**src/rtl/inertial_integrator_cal.sv**
```systemverilog
// inertial_integrator_cal: saturating pitch integrator with complementary accel fusion
// and a runtime calibration FSM that averages 2^CAL_LOG samples to find sensor offsets.
module inertial_integrator_cal #(
  parameter int W = 16,
  parameter int INT_FRAC = 11,
  parameter int FUDGE = 327,
  parameter int ACC_SHIFT = 13,
  parameter int FUSION_STEP = 1024,
  parameter int CAL_LOG = 8,
  parameter logic [W-1:0] PTCH_RT_OFF_DEF = 16'h0050,
  parameter logic [W-1:0] AZ_OFF_DEF = 16'h00A0
) (
  input  logic                clk,
  input  logic                rst_n,
  input  logic                vld,
  input  logic signed [W-1:0] ptch_rt,
  input  logic signed [W-1:0] AZ,
  input  logic                cal_req,
  input  logic                fusion_en,
  output logic signed [W-1:0] ptch,
  output logic                ptch_vld,
  output logic                cal_busy,
  output logic                cal_done
);
  localparam int IW = W + INT_FRAC;
  localparam int AW = W + CAL_LOG;
  localparam logic signed [IW+1:0] FSTEP = (IW+2)'(FUSION_STEP);
  localparam logic signed [IW+1:0] MAXV = {3'b000, {(IW-1){1'b1}}};
  localparam logic signed [IW+1:0] MINV = {3'b111, {(IW-1){1'b0}}};
  typedef enum logic {RUN, CAL} state_t;
  state_t state_q, state_d;
  logic signed [IW-1:0] int_q, int_d, sat;
  logic signed [W-1:0] rt_off_q, rt_off_d, az_off_q, az_off_d, ptch_acc;
  logic signed [AW-1:0] acc_rt_q, acc_rt_d, acc_az_q, acc_az_d, acc_rt_nx, acc_az_nx;
  logic [CAL_LOG-1:0] cnt_q, cnt_d;
  logic ptch_vld_q, ptch_vld_d, cal_busy_q, cal_busy_d, cal_done_q, cal_done_d;
  logic signed [W:0] rt_comp, az_comp;
  logic signed [2*W+1:0] prod;
  logic signed [IW+1:0] corr, sum;
  assign ptch = int_q[IW-1:INT_FRAC];
  assign ptch_vld = ptch_vld_q;
  assign cal_busy = cal_busy_q;
  assign cal_done = cal_done_q;
  assign rt_comp = {ptch_rt[W-1], ptch_rt} - {rt_off_q[W-1], rt_off_q};
  assign az_comp = {AZ[W-1], AZ} - {az_off_q[W-1], az_off_q};
  assign prod = az_comp * $signed((W+1)'(FUDGE));
  assign ptch_acc = W'(prod >>> ACC_SHIFT);
  assign corr = !fusion_en ? '0 : (ptch_acc > ptch) ? FSTEP : -FSTEP;
  // Extra headroom bits let the sum be clamped instead of wrapping.
  assign sum = {{2{int_q[IW-1]}}, int_q} - {{(IW+1-W){rt_comp[W]}}, rt_comp} + corr;
  assign sat = (sum > MAXV) ? MAXV[IW-1:0] : (sum < MINV) ? MINV[IW-1:0] : sum[IW-1:0];
  assign acc_rt_nx = acc_rt_q + {{CAL_LOG{ptch_rt[W-1]}}, ptch_rt};
  assign acc_az_nx = acc_az_q + {{CAL_LOG{AZ[W-1]}}, AZ};
  always_comb begin
    state_d = state_q;
    int_d = int_q;
    rt_off_d = rt_off_q;
    az_off_d = az_off_q;
    acc_rt_d = acc_rt_q;
    acc_az_d = acc_az_q;
    cnt_d = cnt_q;
    ptch_vld_d = 1'b0;
    cal_done_d = 1'b0;
    if (state_q == RUN) begin
      int_d = vld ? sat : int_q;
      ptch_vld_d = vld;
      if (cal_req) begin
        state_d = CAL;
        acc_rt_d = '0;
        acc_az_d = '0;
        cnt_d = '0;
      end
    end else begin
      int_d = '0;
      if (vld) begin
        acc_rt_d = acc_rt_nx;
        acc_az_d = acc_az_nx;
        cnt_d = cnt_q + CAL_LOG'(1);
        if (cnt_q == '1) begin
          state_d = RUN;
          rt_off_d = W'(acc_rt_nx >>> CAL_LOG);
          az_off_d = W'(acc_az_nx >>> CAL_LOG);
          cal_done_d = 1'b1;
        end
      end
    end
    cal_busy_d = (state_d == CAL);
  end
  always_ff @(posedge clk or negedge rst_n) begin
    if (!rst_n) begin
      state_q <= RUN;
      int_q <= '0;
      rt_off_q <= PTCH_RT_OFF_DEF;
      az_off_q <= AZ_OFF_DEF;
      acc_rt_q <= '0;
      acc_az_q <= '0;
      cnt_q <= '0;
      ptch_vld_q <= 1'b0;
      cal_busy_q <= 1'b0;
      cal_done_q <= 1'b0;
    end else begin
      state_q <= state_d;
      int_q <= int_d;
      rt_off_q <= rt_off_d;
      az_off_q <= az_off_d;
      acc_rt_q <= acc_rt_d;
      acc_az_q <= acc_az_d;
      cnt_q <= cnt_d;
      ptch_vld_q <= ptch_vld_d;
      cal_busy_q <= cal_busy_d;
      cal_done_q <= cal_done_d;
    end
  end
endmodule

```
**config.mk**
```make
export PLATFORM = sky130hd
export DESIGN_NAME = inertial_integrator_cal
export DESIGN_NICKNAME = d
export VERILOG_FILES = /design/src/rtl/inertial_integrator_cal.sv
export SDC_FILE = /design/constraint.sdc
export NUM_CORES = 1
export LEC_CHECK = 0
export CAP_MARGIN = 40
export CORE_MARGIN = 5
export CORE_UTILIZATION = 53
export DETAILED_ROUTE_END_ITERATION = 12
export PLACE_DENSITY = 0.78
export SETUP_SLACK_MARGIN = 0.4
export SYNTH_ARGS = -nofsm -noshare
export SYNTH_HDL_FRONTEND = slang
export SYNTH_SLANG_ARGS = --single-unit
```
**constraint.sdc**
```tcl
create_clock -name clk -period 13.4 [get_ports clk]
set_input_delay 3.35 -clock clk [delete_from_list [all_inputs] [get_ports clk]]
set_output_delay 3.35 -clock clk [all_outputs]
set_load 0.005 [all_outputs]
```
==> metrics.csv <==
metric,value,unit
first-pass GRT wire length,53.64,mm
Post-synth top cells,"inv_1, ha_1, dfrtp_1, nand2_1",
clk_skew,0.01746,ns
DP Area,14700,µm²
Seq cells post-synth,118,
most common cell in the synthesized netlist,inv_1,
outcome,"finished, final reports clean",
CP max stage delay,0.51,ns
RSZ-0062 raised after global routing,false,
Worst Tran Pin Value,0.9048,ns
post-route clock period utilization,95.55,%
Post-synth EDFFs,0,
Worst Path Required,13.70,ns
critical-path maximum fanout,8,
# DRC,0,
Die ar.,28720,µm²
WL final,34.14,mm
DP Wirelength,24.71,mm
worst hold stages,2,
Buffers on Ports,55,
Synth top area share,21.17,%
Startpoint Class,primary input,
die height,169.5,µm
WL per Instance,17.11,µm
initial DRC count,593,
area grow syn2layout,20.35,%
CP max stage cell,fa_1,
CTS tree,done,
Max Cap Viol,0,
Max Slew Vio Count,0,
hold crit path type,reg -> reg,
Clock transition at path regs,0.05,ns
peak supply drop,0.1251,mV
number of global-route vias before repair,11172,
Initial Utilization,53.67,%
H-tree depth,4,
dominant synthesized flop cell,dfrtp_1,
Worst slew margin,38.12,%
Crit Path Category,in -> reg,
Final setup violation count,0,
layout cell share with drive strength beyond 1,14.96,%
Ys Warns,0,
num ports,56,
min Tclk post-route,12.80,ns
Worst-Skew Late Latency,0.43,ns
width of the die,169.5,µm
largest net degree at the start of global routing,67,
FF/Latch Area,2958,µm²
routed vias,11432,
Mapped Avg Cell Area,8.837,µm²
Nets,1964,
Worst setup EP type,flip-flop,
pwr/cell area,191.9,nW/µm²
Synth area leaders,"dfrtp_1, ha_1, fa_1",
FMAX,78.10,MHz
DRT Pass-1 Iters,5,
initial antenna violation count,1,
post-route cell area,16220,µm²
TritonCTS Buffers,17,
static leakage power,8.101,nW
core area,25110,µm²
gr ovfl total,0,
biggest area consumer among synthesized cells,dfrtp_1,
Synth cell types,69,
Worst EP arrival,13.11,ns
Max clock buf depth,2,
Synth Cell Area,13480,µm²
clk sinks,118,
Fillers,1964,
Root Driver,clkbuf_16,
Hold WS,0.4868,ns
Final Hold Viols,0,
Syn Nets,1838,
FP Rows,58,
sequential area share after synthesis,21.95,%
fraction of registers with async set/reset,100.0,%
CTS Hold Bufs,0,
most frequent cell on the critical path,a21oi_2,
overall routing resource usage,22.68,%
post-route ant nets,0,
area of the multi-input gates,9981,µm²
Reg2Reg Depth,47,
via density per instance,5.730,
gpl congestion,0.9270,
Gate Count Post-Synth,1525,
-- flip-flops by register name (all words and copies together) (netlist names) --
register / cells
int_q: 27
rt_off_q: 16
acc_az_q: 24
cnt_q: 8
cal_busy: 1
cal_done: 1
acc_rt_q: 24
az_off_q: 16
ptch_vld: 1
-- per-stage QoR --
step	power (mW)	setup TNS (ns)	utilization, %	std cells	setup WS, ns
floorplan	1.876	0	-	1525	0.4141
global placement	2.238	0	58.32	1915	0.03957
detailed placement	2.332	-4.687	58.54	1918	-0.2274
CTS	2.899	0	62.30	1974	0.4144
global route	3.387	0	64.60	1995	0.1319
finish	3.112	0	64.60	1995	0.5956
-- per-layer routing --
layer / vias to the layer above / GRT usage [%] / wire [µm]
met5: - / 0 / 0
met1: 5504 / 29.52 / 14570
li1: 5489 / - / -
met2: 347 / 37.37 / 16590
met4: 0 / 10.12 / 1376
met3: 92 / 3.750 / 1606
-- area by class of cell --
| class | instances | share of cell area [%] |
|---|---|---|
| Multi-Input combinational cell | 1117 | 61.54 |
| Antenna cell | 1 | 0.01543 |
| Timing Repair Buffer | 149 | 8.162 |
| Clock inverter | 10 | 0.9489 |
| Clock buffer | 22 | 2.800 |
| Tap cell | 330 | 2.546 |
| Inverter | 248 | 5.755 |
| Sequential cell | 118 | 18.24 |
-- logic make-up after synthesis --
family | after synthesis | synth area share (%)
xor gates and xnor gates | 121 | 7.864
AOI/OAI and AO/OA | 406 | 20.23
and+or+nand+nor | 301 | 10.44
muxes | 10 | 0.8078
DFF | 118 | 21.95
adders and majority gates | 276 | 29.80
buffers and inverters | 293 | 8.904
-- report_power, final --
group          total, mW  leakage [nW]  internal (mW)  switching, mW
registers          0.480          1.45          0.433         0.0472
logic               2.15          6.35          0.994           1.16
clock network      0.481         0.302          0.314          0.166
-- final timing paths --
| path | from | end | slack [ns] |
|---|---|---|---|
| setup / recovery | AZ[3] | int_q[10] | 0.60 |
| hold / removal | acc_rt_q[19] | acc_rt_q[19] | 0.49 |
| setup reg to reg | az_off_q[1] | int_q[10] | 3.12 |
| hold reg to reg | acc_rt_q[19] | acc_rt_q[19] | 0.49 |
| max in group asynchronous | rst_n | ptch_vld | 9.45 |
| min in group asynchronous | rst_n | acc_az_q[4] | 2.92 |
-- what timing repair did --
action | in CTS | in global routing
gates cloned | 3 | 0
setup endpoints to repair | 23 | 27
buffers inserted | 21 | 20
pin swaps | 44 | 89
resized for setup | 32 | 86
-- critical path: cells and delay by family --
kind	cells	cell delay (ns)
XOR/XNOR	3	0.52
buffers and inverters	6	0.72
AO/OA/AOI/OAI	23	4.39
AND/OR/NAND/NOR	7	1.22
adder cells (fa/ha/maj)	8	2.90
-- placed cells by master (no fill, tap or decap), types with 32 or more instances in the layout --
cell type	n
clkdlybuf4s50_1	44
o21ai_0	94
nor2_1	69
dfrtp_1	114
xnor2_1	76
buf_4	86
fa_1	69
xor2_1	32
a21oi_1	87
inv_1	241
ha_1	176
a21o_1	44
nand2_1	100
Power figures use the tool's default switching activity.
